### config.mk
export PLATFORM = sky130hd
export DESIGN_NAME = mips_mul
export DESIGN_NICKNAME = d
export VERILOG_FILES = /design/src/rtl/mips_mul.sv
export SDC_FILE = /design/constraint.sdc
export NUM_CORES = 1
export LEC_CHECK = 0
export BUFFER_PORTS_ARGS = -buffer_cell sky130_fd_sc_hd__buf_2
export CELL_PAD_IN_SITES_DETAIL_PLACEMENT = 1
export CELL_PAD_IN_SITES_GLOBAL_PLACEMENT = 2
export CORE_MARGIN = 2
export CORE_UTILIZATION = 40
export DETAILED_ROUTE_END_ITERATION = 10
export PLACE_DENSITY = 0.88
export SLEW_MARGIN = 20
export SYNTH_ARGS = -nofsm -noshare
export SYNTH_HDL_FRONTEND = slang
export SYNTH_SLANG_ARGS = --single-unit
### constraint.sdc
create_clock -name clk -period 22.1 [get_ports clk]
set_clock_uncertainty 0.15 [all_clocks]
set_input_delay 2.21 -clock clk [delete_from_list [all_inputs] [get_ports clk]]
set_output_delay 2.21 -clock clk [all_outputs]
set_load 0.05 [all_outputs]
### src/rtl/mips_mul.sv
// Multicycle MULT/MULTU unit: shift-add over operand magnitudes, BITS_PER_CYCLE
// multiplier bits per clock, sign-corrected 2*WIDTH product written to hi/lo.
module mips_mul #(
  parameter int WIDTH          = 32,
  parameter int BITS_PER_CYCLE = 2
) (
  input  logic             clk,
  input  logic             rst_n,
  input  logic             start,
  input  logic             signed_op,
  input  logic [WIDTH-1:0] a,
  input  logic [WIDTH-1:0] b,
  output logic             busy,
  output logic             ready,
  output logic [WIDTH-1:0] hi,
  output logic [WIDTH-1:0] lo
);

  localparam int N  = WIDTH / BITS_PER_CYCLE;
  localparam int CW = (N > 1) ? $clog2(N) : 1;
  localparam int PW = 2 * WIDTH;
  localparam int AW = PW + BITS_PER_CYCLE;

  typedef enum logic [1:0] {S_IDLE, S_RUN, S_FIX, S_DONE} state_t;

  state_t           state_q;
  logic [PW-1:0]    a_sh_q;
  logic [WIDTH-1:0] b_q;
  logic [AW-1:0]    acc_q;
  logic [CW-1:0]    cnt_q;
  logic             neg_q;
  logic             busy_q, ready_q;
  logic [WIDTH-1:0] hi_q, lo_q;

  logic [WIDTH-1:0] a_mag_d, b_mag_d;
  logic [AW-1:0]    pp_d;
  logic [PW-1:0]    prod_d, res_d;

  // Most negative operand negates to itself, which reads correctly as 2^(WIDTH-1).
  always_comb begin
    a_mag_d = (signed_op & a[WIDTH-1]) ? (~a + WIDTH'(1)) : a;
    b_mag_d = (signed_op & b[WIDTH-1]) ? (~b + WIDTH'(1)) : b;
  end

  // Partial product for the current multiplier slice; a_sh_q already carries the slice weight.
  always_comb begin
    pp_d = '0;
    for (int j = 0; j < BITS_PER_CYCLE; j++) begin
      if (b_q[j]) pp_d = pp_d + (AW'(a_sh_q) << j);
    end
  end

  always_comb begin
    prod_d = acc_q[PW-1:0];
    res_d  = neg_q ? (~prod_d + PW'(1)) : prod_d;
  end

  always_ff @(posedge clk or negedge rst_n) begin
    if (!rst_n) begin
      state_q <= S_IDLE;
      a_sh_q  <= '0;
      b_q     <= '0;
      acc_q   <= '0;
      cnt_q   <= '0;
      neg_q   <= 1'b0;
      busy_q  <= 1'b0;
      ready_q <= 1'b0;
      hi_q    <= '0;
      lo_q    <= '0;
    end else begin
      case (state_q)
        S_IDLE, S_DONE: begin
          ready_q <= 1'b0;
          if (start) begin
            a_sh_q  <= PW'(a_mag_d);
            b_q     <= b_mag_d;
            acc_q   <= '0;
            cnt_q   <= '0;
            neg_q   <= signed_op & (a[WIDTH-1] ^ b[WIDTH-1]);
            busy_q  <= 1'b1;
            state_q <= S_RUN;
          end else begin
            state_q <= S_IDLE;
          end
        end
        S_RUN: begin
          acc_q  <= acc_q + pp_d;
          a_sh_q <= a_sh_q << BITS_PER_CYCLE;
          b_q    <= b_q >> BITS_PER_CYCLE;
          cnt_q  <= cnt_q + CW'(1);
          if (cnt_q == CW'(N - 1)) state_q <= S_FIX;
        end
        S_FIX: begin
          hi_q    <= res_d[PW-1:WIDTH];
          lo_q    <= res_d[WIDTH-1:0];
          busy_q  <= 1'b0;
          ready_q <= 1'b1;
          state_q <= S_DONE;
        end
        default: state_q <= S_IDLE;
      endcase
    end
  end

  assign busy  = busy_q;
  assign ready = ready_q;
  assign hi    = hi_q;
  assign lo    = lo_q;

endmodule

Word level (Yosys, flattened, before mapping) --
Cells that the tools add are included.
Word-level totals: bits in registers 235, input port bits 68, output and inout bits 66
Cells by class: add/sub/neg operators 6, eq/ne operators 6, mux-type cells 19, bitwise logic cells 7, reductions and logical operators 7
Operators by type and width (number):
- $mux W64 | 3
- $mux W66 | 2
- $pmux W66 S2 | 1
- $pmux W64 S2 | 1
- $mux W32 | 3
- $add A66 B65 Y66 | 1
- $add A66 B66 Y66 | 1
- $add A32 B1 Y32 const B | 2
- $add A64 B1 Y64 const B | 1
- $not A32 Y32 | 2
- $not A64 Y64 | 1
- $pmux W32 S2 | 1
- $pmux W4 S2 | 1
- $pmux W2 S3 | 1
- $reduce_and A2 Y1 | 3
- $add A4 B1 Y4 const B | 1
- $eq A2 B2 Y1 const B | 2
- $eq A4 B4 Y1 const B | 1
- $mux W4 | 1
- $ne A2 B2 Y1 const B | 2
- $pmux W1 S2 | 2
- $reduce_bool A2 Y1 | 2
- $and A1 B1 Y1 | 3
- $eq A2 B1 Y1 const B | 1
- 5 further kinds | 6

Longest topological paths before layout --
Gate-level depths: netlist of run 1.
depth after elaboration 5, mapped depth 34

Worst setup path after synthesis of run 1 --
Ideal clock, no wire load.
path type reg-to-reg, start point register b_q[0], end point register acc_q[48], arrival time 7108 ps, setup slack 14759 ps, cell stages (with the launch flop) 33, buffers on the path 7, period minus slack after synthesis 7341 ps, cells stage by stage dfrtp_1 > clkbuf_1 > clkbuf_1 > clkbuf_1 > clkbuf_1 > clkbuf_1 > clkbuf_1 > clkbuf_1 > nand2_1 > inv_1 > ha_1 > a21oi_1 > o21ai_0 > a21boi_0 > o22ai_1 > a2111oi_0 > o21ai_0 > a21oi_1 > a21oi_1 > o21bai_1 > xor2_1 > mux2_2 > ha_1 > a21o_1 > a21oi_1 > o21ai_0 > a221oi_1 > o21ai_0 > or3b_2 > o21ai_0 > o21ai_0 > xnor2_1 > o21ai_0
Between the ends: longest elaborated chain between the ends 5
Ends and longest elaborated chain:
- from (decl) | line 28 | logic [WIDTH-1:0] b_q;
- from (signal assigned) | line 76 | b_q <= b_mag_d;
- from (signal assigned) | line 89 | b_q <= b_q >> BITS_PER_CYCLE;
- $mux W64 * | line 49 | if (b_q[j]) pp_d = pp_d + (AW'(a_sh_q) << j);
- $add A66 B65 Y66 | line 49
- $mux W66 * | line 49
- $add A66 B66 Y66 * | line 87 | acc_q <= acc_q + pp_d;
- $pmux W66 S2 * | line 71 | case (state_q)
- to (signal assigned) | line 87
- to (decl) | line 29 | logic [AW-1:0] acc_q;
Mark *: on every way between the ends. The rest lies on a longest branch, timed or not. A chain may end at the register's enable or synchronous reset.

Worst setup path after layout of run 1 --
Ends and elaborated chain as after synthesis.

==> results.yml, run 1 <==
status:
  status: "finished, final reports clean"
global_route:
  via_count_of_the_first_global_routing_pass: 20100
  grt_overflow_total: 0
  grt_antenna_before_repair: 0
  grt_start_max_net_pins: 104
  globalRouteTotalUtil: 0.249
  wire_length_of_the_first_global_routing_pass_um: 110000
synth:
  synth.most_common_cell: "nand2_1"
  synthCells: 2756
  netlist_top_cells_area: "dfrtp_1 (28%), a21oi_1 (6.8%), ha_1 (6.6%)"
  synth_top_area_frac: 0.278
  async_reset_ff_frac: 1.00
  syn_nets: 2936
  syn-mean-instance-area_um2: 7.61
  mapped_cell_area_um2: 21000
  synthTopCellsByCount: "nand2_1 (358), a21oi_1 (284), o21ai_0 (263)"
  yosysSeqAreaShare: 0.278
  yosysWarnings: 0
  synth_seq_cells: 233
  yosys.area.top_type: "dfrtp_1"
  ys_types: 83
  synth-edff-count: 0
  synth_flop_cell: "dfrtp_1"
timing:
  finalMaxSlewViolations: 0
  finalSetupTns_ns: 0
  fin_crit_sh: 0.334
  final_hold_viol_count: 0
  final.min_clock_period_ns: 7.38
  final.setup.worst_slack_ns: 14.72
  report.final.setup_viol: 0
  slew_headroom: 0.338
  worst-slew-pin-transition_ns: 0.993
  max_clock_freq_mhz: 135
  rsz0062_at_grt: "false"
clock_network:
  clkSinkCount: 233
  htreeDepth: 1
  tritoncts: "built"
  clk_transition_reported_paths_ns: 0.06
  hold_buffers: 0
  clkLatencyLatePin_ns: 0.58
  clock_tree.buffer_depth: 3
  cts_resized: 0
  clock_tree.root_cell: "clkbuf_16"
  postCtsSetupBuffers: 0
  tritoncts.num_buffers: 29
worst_hold_path:
  hold_path_class: "register to register"
floorplan:
  floorplan.io_pins: 134
  chipWidth_um: 233
  floorplan.rows: 83
  core_region_area_um2: 51600
  overall_die_height_um: 233
  starting_utilization_of_the_core_area: 0.406
  fp.dieArea_um2: 54300
setup_path:
  type_of_origin_of_the_critical_path: "register"
  critical_path.endpoint_type: "register"
  worstSetupPathType: "register to register"
  cp_max_fo: 65
  critPathRequiredTime_ns: 22.38
  arrival_ns: 7.66
detailed_routing:
  drtIter0Drc: 1252
  routed_wire_length_um: 68200
  route.detailed.wl_per_inst_um: 19.8
  drt.antenna.violating_nets: 0
  route.detailed.drc: 0
  drtPass1Iterations: 5
  route.vias.total: 20200
  routed_via_density: 5.88
pwr:
  vdd_ir_drop_max_v: 0.0000698
  leakage_nw: 9.93
  power_per_cell_area_nw_per_um2: 149
  report.power.total_mw: 3.41
placement:
  dpl.cell_count: 3387
  globalplace.congestion: 0.934
  dp_worst_setup_slack_ns: 14.78
  port-buffer-count: 133
  dp_hpwl_um: 51100
finish:
  finalNonFillerCells: 3438
  final_layout_size_suffix_gt1_frac: 0.0961
  area_growth_syn_to_layout_pct: 9.11
  number_of_nets_in_the_layout: 2918
  final_core_utilization: 0.444
  num_antenna_cells: 0
run:
  maxCapViolCount: 0
final timing paths:
kind | depth (start not counted) | to | slack [ns] | startpoint
max | 25 | acc_q[48] | 14.72 | b_q[0]
min | 2 | b_q[29] | 0.34 | b_q[29]
max reg2reg | 25 | acc_q[48] | 14.72 | b_q[0]
min reg2reg | 2 | b_q[29] | 0.34 | b_q[29]
max in group asynchronous | 2 | hi[10] | 18.80 | rst_n
min in group asynchronous | 1 | a_sh_q[0] | 1.53 | rst_n
placed cells by master (no fill, tap or decap), drive strengths merged, types with 33 or more instances in the layout:
cell type,n
nand2,358
nor2b,33
clkbuf,40
ha,110
a21oi,284
buf,149
o31ai,53
nand3,86
xnor2,113
xor2,147
and2,43
o21ai,263
inv,61
nand4,39
nor3,42
o22ai,41
nor2,190
a21o,63
dfrtp,233
power breakdown:
part	total [mW]	internal, mW	switching, mW
Clock	0.483	0.286	0.197
Combinational	2.08	0.693	1.39
Sequential	0.846	0.586	0.260
Total	3.41	1.57	1.85
layer usage:
layer  vias up  global-route usage  part of all wire
li1       9843                   -                 -
met5         -                   0                 0
met4         0              0.0412             0.013
met1      9939               0.375              0.51
met2       381               0.388              0.44
met3        60              0.0248             0.038
critical path: stages, from the launching register on:
cell and delay, ns:
dfrtp_4 0.86, nand2_1 0.15, inv_1 0.10, ha_1 0.19, a21oi_1 0.08, o21ai_0 0.26, a21boi_0 0.36, o22ai_1 0.21
a2111oi_0 0.65, o21ai_0 0.34, a21oi_1 0.30, a21oi_1 0.13, o21bai_1 0.17, xor2_1 0.08, mux2_2 0.30, ha_1 0.32
a21o_1 0.16, a21oi_1 0.16, o21ai_0 0.11, a221oi_1 0.29, o21ai_0 0.14, or3b_2 0.44, o21ai_0 0.60, o21ai_0 0.32
xnor2_1 0.19, o21ai_0 0.09
kinds of logic after synthesis:
group,after synthesis,synth area share
AOI/OAI and AO/OA,901,0.262
adders and majority gates,113,0.0680
buffers and inverters,259,0.0463
muxes,37,0.0196
and+or+nand+nor,953,0.218
xor gates and xnor gates,260,0.109
DFF,233,0.278
layout make-up:
class | count | area, µm²
inverters | 61 | 229
fillers | 6319 | 28700
clock inverters | 11 | 119
flip-flops and latches | 233 | 5840
well taps | 680 | 851
clock buffers | 40 | 837
repair buffers | 149 | 796
multi-input cells | 2264 | 14200
through the flow:
stage                     hold slack (ns)  instance area, µm²
final                               0.336               22900
after global routing                0.364               22900
after CTS                           0.338               22900
after detailed placement            0.325               21900
after global placement              0.315               21900
after floorplan                     0.289               21000
registers in the layout, indices dropped and copies added (netlist names):
register	cells
lo	32
acc_q	64
hi	32
neg_q	1
b_q	32
ready	1
cnt_q	4
a_sh_q	64
busy	1
state_q	2
Note: power is estimated with default switching activity, not from simulation.
==> run 2: changes to the inputs <==
--- a/config.mk
+++ b/config.mk
@@ -9,9 +9,9 @@
 export CELL_PAD_IN_SITES_DETAIL_PLACEMENT = 1
 export CELL_PAD_IN_SITES_GLOBAL_PLACEMENT = 2
 export CORE_MARGIN = 2
-export CORE_UTILIZATION = 40
+export CORE_UTILIZATION = 37
 export DETAILED_ROUTE_END_ITERATION = 10
-export PLACE_DENSITY = 0.88
+export PLACE_DENSITY = 0.83
 export SLEW_MARGIN = 20
 export SYNTH_ARGS = -nofsm -noshare
 export SYNTH_HDL_FRONTEND = slang
==> constraint.sdc (replaced) <==
create_clock -name clk -period 6.9 [get_ports clk]
set_clock_uncertainty 0.15 [all_clocks]
set_input_delay 0.69 -clock clk [delete_from_list [all_inputs] [get_ports clk]]
set_output_delay 0.69 -clock clk [all_outputs]
set_load 0.05 [all_outputs]
==> results.yml, run 2 (same netlist as run 1, synthesis figures left out) <==
status:
  status: "finished, violations left"
  violations_in_the_final_reports: "negative hold slack"
setup_path:
  critical_path.endpoint_type: "register"
  worstSetupPathType: "register to register"
  reg2reg_to: "acc_q[63]"
  worst_r2r_path_depth: 24
  max_stage_delay_ns: 0.50
  type_of_origin_of_the_critical_path: "register"
  critPathRequiredTime_ns: 7.22
  cp_max_fo: 7
  regToRegStartpoint: "b_q[0]"
  cp_cell_sequence: "nand2_1 -> inv_1 -> ha_1 -> fa_1 -> maj3_1 -> a21oi_1 -> o221a_2 -> nor4b_1 -> o211ai_1 -> nand3_1 -> a21oi_1 -> xnor2_1 -> mux2_2 -> ha_1 -> nand4_1 -> or2_2 -> nor4_1 -> a32oi_1 -> a31oi_1 -> a21oi_1 -> xnor2_1 -> xnor2_1 -> nor2_1 -> a221o_1"
  rrSetupSlack_ns: 0.44
  crit_slowest_cell: "dfrtp_4"
  arrival_ns: 6.78
placement:
  globalplace.congestion: 0.931
  port-buffer-count: 133
  dp_worst_setup_slack_ns: 0.472
  dp_hpwl_um: 53500
finish:
  mostFrequentLayoutCells: "nand2_1 (357), a21oi_1 (284), o21ai_0 (261)"
  num_antenna_cells: 0
  area_growth_syn_to_layout_pct: 10.5
  number_of_nets_in_the_layout: 2940
  final_layout_size_suffix_gt1_frac: 0.105
  layout_commonest_cell: "nand2_1"
  reg_top3: "a_sh_q (64), acc_q (64)"
detailed_routing:
  route.vias.total: 20200
  met3RoutedLength_um: 3160
  detailroute.wirelength.met2_um: 29900
  route.detailed.drc: 0
  routed_via_density: 5.72
  drt.antenna.violating_nets: 0
  route.detailed.wl_per_inst_um: 19.9
  routed_wire_length_um: 70300
  drtPass1Iterations: 5
  drtIter0Drc: 1257
  top_layer_in_use: "met4"
  route.layer.met1.wl_um: 36100
global_route:
  wire_length_of_the_first_global_routing_pass_um: 113000
  grt_overflow_total: 0
  globalRouteTotalUtil: 0.234
  grt_start_max_net_pins: 121
  grt_antenna_before_repair: 0
  via_count_of_the_first_global_routing_pass: 20200
floorplan:
  chipWidth_um: 242
  fp.dieArea_um2: 58600
  core_region_area_um2: 56300
  floorplan.io_pins: 134
  overall_die_height_um: 242
  starting_utilization_of_the_core_area: 0.373
  floorplan.rows: 87
clock_network:
  htreeDepth: 1
  clkLatencyLatePin_ns: 0.58
  clock_tree.root_cell: "clkbuf_16"
  hold_buffers: 0
  tritoncts: "built"
  clock_tree.buffer_depth: 3
  clkSinkCount: 233
  clk_transition_reported_paths_ns: 0.07
  tritoncts.num_buffers: 28
run:
  maxCapViolCount: 0
pwr:
  leakage_nw: 10.0
  power_per_cell_area_nw_per_um2: 476
  report.power.total_mw: 11.0
  vdd_ir_drop_max_v: 0.000326
timing:
  worst-slew-pin-transition_ns: 1.03
  finalSetupTns_ns: 0
  finalMaxSlewViolations: 0
  rsz0062_at_grt: "false"
  final.setup.worst_slack_ns: 0.440
  final_hold_viol_count: 10
  holdWs_ns: -0.0260
  max_clock_freq_mhz: 155
  fin_crit_sh: 0.936
  slew_headroom: 0.317
  final.min_clock_period_ns: 6.46
  report.final.setup_viol: 0
worst_hold_path:
  hold_path_class: "input port to asynchronous set/reset pin"
## run 2: per-stage QoR
stage | cell area (µm²) | utilization | cells | hold slack, ns
floorplan | 21000 | - | 2756 | 0.244
global placement | 22200 | 0.395 | 3486 | 0.314
detailed placement | 22200 | 0.395 | 3486 | 0.327
CTS | 23200 | 0.412 | 3538 | 0.0459
global route | 23200 | 0.412 | 3538 | 0.0498
finish | 23200 | 0.412 | 3538 | -0.0260
## run 2: report_power, final
part | switching, mW | leakage [nW] | total [mW] | internal [mW]
combinational | 4.60 | 6.63 | 6.90 | 2.29
sequential | 0.753 | 2.95 | 2.63 | 1.88
clock | 0.631 | 0.464 | 1.51 | 0.882
## run 2: final cells by class
| class | count | area [µm²] |
|---|---|---|
| Inverter | 61 | 229 |
| Fill cell | 6866 | 33100 |
| Clock buffer | 41 | 840 |
| Timing Repair Buffer | 172 | 993 |
| Tap cell | 756 | 946 |
| Multi-Input combinational cell | 2264 | 14200 |
| Sequential cell | 233 | 5840 |
| Clock inverter | 11 | 108 |
## run 2: worst max path at each step
stage / start / cells after the start / to
2_1_floorplan: b_q[0] / 34 / acc_q[48]
3_3_place_gp: a_sh_q[2] / 24 / acc_q[63]
3_5_place_dp: a_sh_q[2] / 25 / acc_q[48]
4_1_cts: a_sh_q[2] / 25 / acc_q[48]
5_1_grt: a_sh_q[2] / 24 / acc_q[54]
6_report: b_q[0] / 24 / acc_q[63]
## run 2: worst max-delay path, delay by kind of cell (launching register included)
family	cells	cell delay (ns)
AOI/OAI and AO/OA	8	2.15
adders and majority gates	4	1.51
and+or+nand+nor	7	1.21
xor gates and xnor gates	3	0.51
DFF	1	0.50
muxes	1	0.28
buffers and inverters	1	0.05
## run 2: what timing repair did
| action | in CTS | in global routing |
|---|---|---|
| gates resized for setup | 0 | 1 |
| setup buffers | 0 | 0 |
| endpoints found under the setup margin | 0 | 1 |
## run 2: per-layer routing
| layer | GRT usage | vias up |
|---|---|---|
| met5 | 0 | - |
| met4 | 0.0472 | 0 |
| met3 | 0.0227 | 56 |
| met2 | 0.360 | 403 |
| met1 | 0.355 | 9891 |
| li1 | - | 9896 |
==> run 3: changes to the inputs <==
--- a/config.mk
+++ b/config.mk
@@ -5,13 +5,14 @@
 export SDC_FILE = /design/constraint.sdc
 export NUM_CORES = 1
 export LEC_CHECK = 0
+export ABC_AREA = 1
 export BUFFER_PORTS_ARGS = -buffer_cell sky130_fd_sc_hd__buf_2
 export CELL_PAD_IN_SITES_DETAIL_PLACEMENT = 1
 export CELL_PAD_IN_SITES_GLOBAL_PLACEMENT = 2
 export CORE_MARGIN = 2
-export CORE_UTILIZATION = 37
+export CORE_UTILIZATION = 25
 export DETAILED_ROUTE_END_ITERATION = 10
-export PLACE_DENSITY = 0.83
+export PLACE_DENSITY = 0.63
 export SLEW_MARGIN = 20
 export SYNTH_ARGS = -nofsm -noshare
 export SYNTH_HDL_FRONTEND = slang
==> results.yml, run 3 <==
synth:
  synth.most_common_cell: "nand2_1"
  yosys.area.top_type: "dfrtp_1"
  syn-mean-instance-area_um2: 6.38
  synth_top_area_frac: 0.268
  synthTopCellsByCount: "nand2_1 (768), inv_1 (448), nor2_1 (383)"
  ys_types: 58
  async_reset_ff_frac: 1.00
  syn_nets: 3585
  synth_seq_cells: 233
  synth_flop_cell: "dfrtp_1"
  mapped_cell_area_um2: 21700
  yosysSeqAreaShare: 0.268
  synthCells: 3405
  yosysWarnings: 0
  synth-edff-count: 0
  netlist_top_cells_area: "dfrtp_1 (27%), nand2_1 (13%), o21ai_0 (8.3%)"
placement:
  dp_hpwl_um: 75800
  place_area_um2: 23600
  port-buffer-count: 133
  dpl.cell_count: 4617
  globalplace.congestion: 0.875
worst_hold_path:
  hold_path_class: "input port to register"
timing:
  final_hold_viol_count: 0
  fin_crit_sh: 0.839
  finalMaxSlewViolations: 0
  final.min_clock_period_ns: 5.79
  worst-slew-pin-transition_ns: 1.04
  slew_headroom: 0.308
  max_clock_freq_mhz: 173
  report.final.setup_viol: 0
  rsz0062_at_grt: "false"
  finalSetupTns_ns: 0
global_route:
  grt_start_max_net_pins: 107
  via_count_of_the_first_global_routing_pass: 23800
  wire_length_of_the_first_global_routing_pass_um: 145000
  globalRouteTotalUtil: 0.208
  grt_overflow_total: 0
  grt_antenna_before_repair: 0
finish:
  fin_area_um2: 24700
  final_core_utilization: 0.286
  reg_top3: "a_sh_q (64), acc_q (64)"
  num_antenna_cells: 0
  number_of_nets_in_the_layout: 3680
  layout_commonest_cell: "nand2_1"
  mostFrequentLayoutCells: "nand2_1 (768), inv_1 (448), nor2_1 (382)"
  area_growth_syn_to_layout_pct: 13.7
  n_fill_cell: 11000
  final_layout_size_suffix_gt1_frac: 0.0764
  finalNonFillerCells: 4678
clock_network:
  clkLatencyLatePin_ns: 0.56
  hold_buffers: 1
  tritoncts.num_buffers: 35
  clock_tree.buffer_depth: 3
  clock_tree.root_cell: "clkbuf_16"
  postCtsSetupBuffers: 0
  tritoncts: "built"
  clkSinkCount: 233
  cts_resized: 0
  clk_transition_reported_paths_ns: 0.06
  htreeDepth: 2
floorplan:
  floorplan.io_pins: 134
  floorplan.rows: 108
  overall_die_height_um: 299
  chipWidth_um: 299
  core_region_area_um2: 86500
  starting_utilization_of_the_core_area: 0.251
  fp.dieArea_um2: 89300
detailed_routing:
  route.vias.total: 22900
  route.detailed.drc: 0
  drtPass1Iterations: 5
  routed_via_density: 4.91
  routed_wire_length_um: 93400
  drt.antenna.violating_nets: 0
  route.detailed.wl_per_inst_um: 20.0
  drtIter0Drc: 1118
setup_path:
  critical_path.endpoint_type: "register"
  arrival_ns: 6.04
  critPathRequiredTime_ns: 7.15
  rrSetupSlack_ns: 1.11
  type_of_origin_of_the_critical_path: "register"
  critPathMostFrequentCell: "o21ai_0"
  max_stage_delay_ns: 0.43
  crit_slowest_cell: "ha_1"
  worstSetupPathType: "register to register"
  cp_cell_sequence: "buf_12 -> nand2_1 -> inv_1 -> ha_1 -> a21oi_1 -> inv_1 -> a31oi_1 -> o21ai_0 -> nor2_1 -> nand3_1 -> or2_2 -> nand3_1 -> o21ai_0 -> ha_1 -> a21oi_1 -> inv_1 -> a31oi_1 -> o21ai_0 -> a21oi_1 -> nand3_1 -> nand2_1 -> nand2_1 -> o21ai_0 -> o21ai_0"
  cp_max_fo: 90
pwr:
  leakage_nw: 11.7
  vdd_ir_drop_max_v: 0.000245
  report.power.total_mw: 9.84
  power_per_cell_area_nw_per_um2: 398
status:
  status: "finished, final reports clean"
run:
  maxCapViolCount: 0
-- run 3: changes by cell type after synthesis, moves of 76 or more --
cell	change
xnor2_1	-83
nand3_1	+76
o21ai_0	+98
inv_1	+389
clkbuf_1	-109
nand2_1	+410
nor2_1	+193
-- run 3: worst paths after layout --
kind                             start        end  cells after the start
max in group asynchronous        rst_n     b_q[0]                      3
worst max-delay path            b_q[0]  acc_q[54]                     24
worst max register to register  b_q[0]  acc_q[54]                     24
min in group asynchronous        rst_n     hi[16]                      2
worst min-delay path             b[30]    b_q[30]                      3
worst min register to register  lo[22]     lo[22]                      2
-- run 3: area by class of cell --
cell class,count,area [µm²],share of cell area
Multi-Input combinational cell,2615,13800,0.558
Sequential cell,233,5830,0.236
Inverter,464,1740,0.0705
Tap cell,1155,1450,0.0585
Clock buffer,46,967,0.0391
Timing Repair Buffer,151,838,0.0339
Clock inverter,14,93.8,0.00380
-- run 3: critical path, delay by kind of cell (launching register included) --
family | cells | cell delay (ns)
AOI/OAI and AO/OA | 10 | 2.14
adders and majority gates | 2 | 0.75
buffers and inverters | 4 | 0.53
DFF | 1 | 0.41
and+or+nand+nor | 8 | 1.48
-- run 3: cells by family after synthesis --
| family | after synthesis | synth area share |
|---|---|---|
| buf+inv | 557 | 0.0979 |
| flops | 233 | 0.268 |
| xor+xnor | 125 | 0.0511 |
| fa+ha+maj | 112 | 0.0652 |
| simple gates | 1476 | 0.282 |
| compound gates | 901 | 0.235 |
| mux | 1 | 0.000518 |
-- run 3: where the power goes --
| part | switching, mW | internal, mW | leakage (nW) | total (mW) |
|---|---|---|---|---|
| Combinational | 4.27 | 1.61 | 8.12 | 5.88 |
| Clock | 0.725 | 0.988 | 0.523 | 1.71 |
| Sequential | 0.474 | 1.78 | 3.09 | 2.25 |
| Total | 5.47 | 4.37 | 11.7 | 9.84 |
-- run 3: stage by stage --
step / setup WS (ns) / hold WS, ns
floorplan: 2.38 / 0.244
global placement: 1.21 / 0.312
detailed placement: 1.20 / 0.319
CTS: 1.17 / 0.229
global route: 0.708 / 0.297
finish: 1.11 / 0.268
-- run 3: metal layers --
metal | GRT usage | routed length [µm]
met3 | 0.0228 | 3060
met5 | 0 | 0
met4 | 0.0481 | 2100
met1 | 0.303 | 48100
met2 | 0.327 | 40200
